[config.mk]
export PLATFORM = sky130hd
export DESIGN_NAME = prio_ager
export DESIGN_NICKNAME = d
export VERILOG_FILES = /design/src/rtl/prio_ager.sv
export SDC_FILE = /design/constraint.sdc
export NUM_CORES = 1
export LEC_CHECK = 0
export CELL_PAD_IN_SITES_DETAIL_PLACEMENT = 0
export CELL_PAD_IN_SITES_GLOBAL_PLACEMENT = 1
export CORE_MARGIN = 1
export CORE_UTILIZATION = 42
export DETAILED_ROUTE_END_ITERATION = 6
export GPL_ROUTABILITY_DRIVEN = 0
export PLACE_DENSITY_LB_ADDON = 0.1
export SETUP_SLACK_MARGIN = 0.3
export SLEW_MARGIN = 25
export SYNTH_ARGS = -nofsm -noshare
export SYNTH_HDL_FRONTEND = slang
export SYNTH_SLANG_ARGS = --single-unit
[constraint.sdc]
create_clock -name clk_i -period 2.7 [get_ports clk_i]
set_input_delay 0.81 -clock clk_i [delete_from_list [all_inputs] [get_ports clk_i]]
set_output_delay 0.81 -clock clk_i [all_outputs]
set_load 0.05 [all_outputs]
[src/rtl/prio_ager.sv]
// prio_ager: registered request/priority builder with starvation aging, feeding priority_arbiter.
// Optional macro PRIO_AGER_FLOOR_EN: aging saturates at AGE_FLOOR instead of 0.
module prio_ager #(
    parameter int N          = 8,
    parameter int PRIO_BITS  = 3,
    parameter int AGE_PERIOD = 4,
    parameter int AGE_FLOOR  = 1,
    localparam int SEL_W     = (N > 1) ? $clog2(N) : 1
) (
    input  logic                   clk_i,
    input  logic                   rst_i,
    input  logic [N-1:0]           req_i,
    input  logic [N*PRIO_BITS-1:0] base_prio_i,
    input  logic                   grant_i,
    input  logic [SEL_W-1:0]       grant_sel_i,
    output logic [N-1:0]           req_o,
    output logic [N*PRIO_BITS-1:0] prio_o
);

    localparam int CNT_W = $clog2(AGE_PERIOD) + 1;

`ifdef PRIO_AGER_FLOOR_EN
    localparam bit FLOOR_EN = 1'b1;
`else
    localparam bit FLOOR_EN = 1'b0;
`endif

    localparam logic [PRIO_BITS-1:0] FLOOR    = FLOOR_EN ? PRIO_BITS'(AGE_FLOOR) : '0;
    localparam logic [CNT_W-1:0]     CNT_LAST = CNT_W'(AGE_PERIOD - 1);

    logic [N-1:0]           req_q;
    logic [PRIO_BITS-1:0]   eff  [N];
    logic [CNT_W-1:0]       cnt  [N];
    logic [PRIO_BITS-1:0]   base [N];
    logic [PRIO_BITS-1:0]   cur  [N];
    logic [N-1:0]           hit;
    logic                   from_reset;

    // Right after reset eff holds all-ones; a request already pending then must start from base.
    always_comb begin
        hit = '0;
        for (int k = 0; k < N; k++) begin
            base[k] = base_prio_i[k*PRIO_BITS +: PRIO_BITS];
            cur[k]  = from_reset ? base[k] : eff[k];
            hit[k]  = grant_i && (grant_sel_i == SEL_W'(k)) && req_q[k];
        end
    end

    always_ff @(posedge clk_i) begin
        from_reset <= rst_i;
        if (rst_i) begin
            req_q <= '0;
            for (int k = 0; k < N; k++) begin
                eff[k] <= '1;
                cnt[k] <= '0;
            end
        end else begin
            for (int k = 0; k < N; k++) begin
                if (!req_i[k]) begin
                    req_q[k] <= 1'b0;
                    eff[k]   <= base[k];
                    cnt[k]   <= '0;
                end else if (hit[k]) begin
                    req_q[k] <= 1'b1;
                    eff[k]   <= base[k];
                    cnt[k]   <= '0;
                end else if (cnt[k] == CNT_LAST) begin
                    req_q[k] <= 1'b1;
                    cnt[k]   <= '0;
                    eff[k]   <= (cur[k] > FLOOR) ? cur[k] - 1'b1 : cur[k];
                end else begin
                    req_q[k] <= 1'b1;
                    cnt[k]   <= cnt[k] + 1'b1;
                    eff[k]   <= cur[k];
                end
            end
        end
    end

    for (genvar k = 0; k < N; k++) begin : g_pack
        assign prio_o[k*PRIO_BITS +: PRIO_BITS] = eff[k];
    end

    assign req_o = req_q;

endmodule

After elaboration in Yosys (flattened, before gate mapping)
Memories as Yosys holds them, arrays and structs flattened.
Index checks and enable logic that the tools add are counted.
{"block": "classes", "add_sub_neg": 16, "n_mul": 0, "div_mod_pow": 0, "magnitude_cmp": 8, "eq_ne": 15, "shifts": 0, "muxes": 226, "bitwise": 64, "n_reduce_logical": 17}
{"operator": "$mux W3", "n": 80}
{"operator": "$mux W1", "n": 146}
{"operator": "$or A1 B1 Y1", "n": 64}
{"operator": "$eq A3 B2 Y1 const B", "n": 10}
{"operator": "$add A3 B1 Y3 const B", "n": 8}
{"operator": "$gt A3 B1 Y1 const B", "n": 8}
{"operator": "$sub A3 B1 Y3 const B", "n": 8}
{"operator": "$logic_and A1 B1 Y1", "n": 16}
{"operator": "$eq A3 B3 Y1 const B", "n": 4}
{"operator": "$eq A3 B1 Y1 const B", "n": 1}
{"operator": "$logic_not A3 Y1", "n": 1}
{"block": "totals", "regBits": 9, "latchBits": 0, "mem_bits_rw": 48, "romBits": 0, "inputBits": 38, "out_inout_bits": 32, "word_cells": 350, "n_memories": 2}
{"name": "cnt", "words": 8, "word_bits": 3, "read_ports": 8, "rd_ports_with_merged_regs": 0, "wr": 8, "line_no": "33", "text": "logic [CNT_W-1:0] cnt [N];"}
{"name": "eff", "words": 8, "word_bits": 3, "read_ports": 8, "rd_ports_with_merged_regs": 0, "wr": 8, "line_no": "32", "text": "logic [PRIO_BITS-1:0] eff [N];"}

Depth between registers and ports, before layout
{"block": "depth", "word_depth": 10, "mapped_depth": 9, "depth_no_buf": 7}

Worst setup path before layout
OpenSTA, ideal clock, no wires.
{"block": "synth_path", "path_type": "input-to-reg", "start": "input base_prio_i[0]", "end": "memory eff[0][1], data pin", "setup_time_ns": 0.259, "t_arrival_ns": 1.974, "required_ns": 2.441, "path_slack_ns": 0.467, "cell_stages": 7, "path_buffers": 0, "path_cell_list": "mux2i_1 > ha_1 > ha_1 > nand2b_1 > mux2_2 > nor2_1 > a211o_1"}
{"item": "start, declared", "line_no": "13", "text": "input logic [N*PRIO_BITS-1:0] base_prio_i,"}
{"item": "end, declared", "line_no": "32"}

==> metrics.csv <==
metric;value;unit
outcome;finished clean;
worstSetupStartpointType;input port;
drt_iter0_drc;81;
ys_types;31;
tritoncts;built;
crit_path_max_incr_delay;0.50;ns
path_class;in -> reg;
synth_top_family_by_area;adder cells;
pwr-share-seq;46.2;%
critPathCaptureType;register;
hp-class;reg -> reg;
htree_levels;3;
p_clk_share;30.6;%
whs;0.566;ns
combPwrFrac;23.3;%
swShare;27.5;%
p_switching;0.624;mW
avgSynthCellArea;12.1;µm²
synthTopCellsByArea;edfxtp_1, ha_1, mux2i_1;
wl_per_cell;13.0;µm
instances_no_fill;536;
grt_max_degree;31;
placed_cells;519;
drive_gt1_share;17.6;%
synth-adder-area-share;14.1;%
async_flop_share;0;%
synth_top_cell_by_area;edfxtp_1;
cp.required;2.78;ns
synth_edf_count;48;
power;2.27;mW
hpwlAfterDp;5.04;mm
io_pins;70;
cts_made_buffers;9;
multi_input_area;0.00201;mm²
pre_cts_ws;-0.0899;ns
rrSetupSlack;0.54;ns
grt_pass1_vias;2474;
synthXorXnorAreaFrac;1.98;%
power.density;459;mW/mm²
rows;33;
postRouteAntennaNets;0;
timing.fmax;0.420;GHz
die-area;0.00882;mm²
first_pass_iters;4;
internal_power;1.64;mW
crit_slowest_cell;clkdlybuf4s50_1;
clock_skew;0.00700;ns
area_growth;39.1;%
synth_area;0.00355;mm²
regArea;0.00163;mm²
timing.slew.headroom;65.4;%
fin_util;60.3;%
layout_min_cycle_time;2.38;ns
synth_warnings;0;
post-synth-top-area-fraction;40.6;%
die_w;93.9;µm
diodes;0;
vias_per_cell;4.73;
maxSlewViolCount;0;
max_cap_violations;0;
leakagePower;2.14;nW
antenna_found_initial;0;
min_period_over_period;88.2;%
synth-simple-area-share;12.0;%
wl;6.95;mm
tightest_slew;0.517;ns
layout_commonest_cell;clkdlybuf4s50_1;
num_vias;2535;
finalSetupViolCount;0;
core;0.00818;mm²
yosysSeqAreaShare;45.7;%
synthFlopType;edfxtp_1;
final_nets;505;
synthCells;293;
clkSinkCount;57;
cts-root-buf;clkbuf_8;
cp.arrival;2.46;ns
crit_chain;clkdlybuf4s50_1, mux2i_2, ha_2, ha_1, nand2b_4, mux2_2, nor2_1, a211o_1;
grt_pass1_wl;11.1;mm
dieHeight;93.9;µm
layout_common_cells;clkdlybuf4s50_1, edfxtp_1, conb_1;
portBuffers;69;
finalHoldViolCount;0;
muxShareOfSynthArea;11.7;%
gr-total-overflow;0;
rsz0062_at_grt;true;
insertion_delay;0.33;ns
yosys_register_bits;57;
setup_slack;0.318;ns
synth-compound-area-share;9.17;%
cts_buffer_depth;2;
n_fill_cell;752;
ir_worst_vdd;0.239;mV
clk_pin_slew;0.06;ns
drc;0;
grtUsageTotal;16.6;%
initial_core_util;43.4;%
crit_fanout;2;
[final timing paths]
path | from | end | depth (start not counted)
worst min register to register | cnt[1][9]$_SDFFCE_PP0P_ | cnt[1][9]$_SDFFCE_PP0P_ | 1
worst max register to register | from_reset$_DFF_P_ | eff[0][4]$_SDFFCE_PN1P_ | 8
worst max-delay path | base_prio_i[6] | eff[0][7]$_SDFFCE_PN1P_ | 8
worst min-delay path | cnt[1][9]$_SDFFCE_PP0P_ | cnt[1][9]$_SDFFCE_PP0P_ | 1
[power groups by stage]
stage / clock (mW) / sequential [mW] / combinational, mW
floorplan: 0 / 1.15 / 0.236
global placement: 0 / 1.06 / 0.507
detailed placement: 0 / 1.06 / 0.513
CTS: 0.719 / 1.05 / 0.519
global route: 0.744 / 1.05 / 0.582
finish: 0.693 / 1.05 / 0.527
[synthesized netlist by cell type (2+ instances only)]
library cell and n:
nand2_1 2, xnor2_1 8, o21ai_2 5, dfxtp_1 9, inv_1 27, o21a_1 2
mux2i_1 22, edfxtp_1 48, mux2_2 12, a211o_1 22, nor2_1 24, nor4b_1 7
nand2b_1 10, ha_1 40, nor2b_1 9, clkbuf_1 6, nor4_1 14, mux2_4 3
buf_6 5, nand3_1 4, nand3b_1 4
[stage by stage]
step	cell area (µm²)	setup TNS [ns]
after floorplan	3720	0
after global placement	4620	-0.431
after detailed placement	4620	-0.630
after CTS	4820	0
after global routing	4930	0
final	4930	0
[layer usage]
metal / wire length, µm / GRT usage, %
met3: 288 / 3.24
met2: 3290 / 27.5
met1: 3240 / 20.7
met5: 0 / 0
met4: 127 / 8.08
[worst max-delay path: cells and delay by family]
kind | cells | cell delay, ns
compound gates | 1 | 0.27
buf+inv | 1 | 0.50
fa+ha+maj | 2 | 0.39
simple gates | 2 | 0.18
mux | 2 | 0.32
[cell type report]
cell class / instances / share of cell area [%]
flip-flops and latches: 57 / 32.9
repair buffers: 88 / 18.2
well taps: 105 / 2.66
clock buffers: 15 / 3.37
inverters: 27 / 2.05
multi-input cells: 244 / 40.8
[timing repair]
item                       CTS  global route
setup endpoints to repair    7            17
pin swaps                    0             3
hold buffers                 0             0
resized for setup            9            25
buffers inserted             0             2
[state kept, by name, summed over array words and instances (netlist names)]
signal and count:
req_o 8, from_reset 1, eff 24, cnt 24
[logic make-up after synthesis]
logic type      Yosys count
mux                      38
fa+ha+maj                40
flops                    57
other cells               1
buf+inv                  39
xor+xnor                  8
compound gates           34
simple gates             76
No activity file was read; power rests on OpenSTA's default activity.
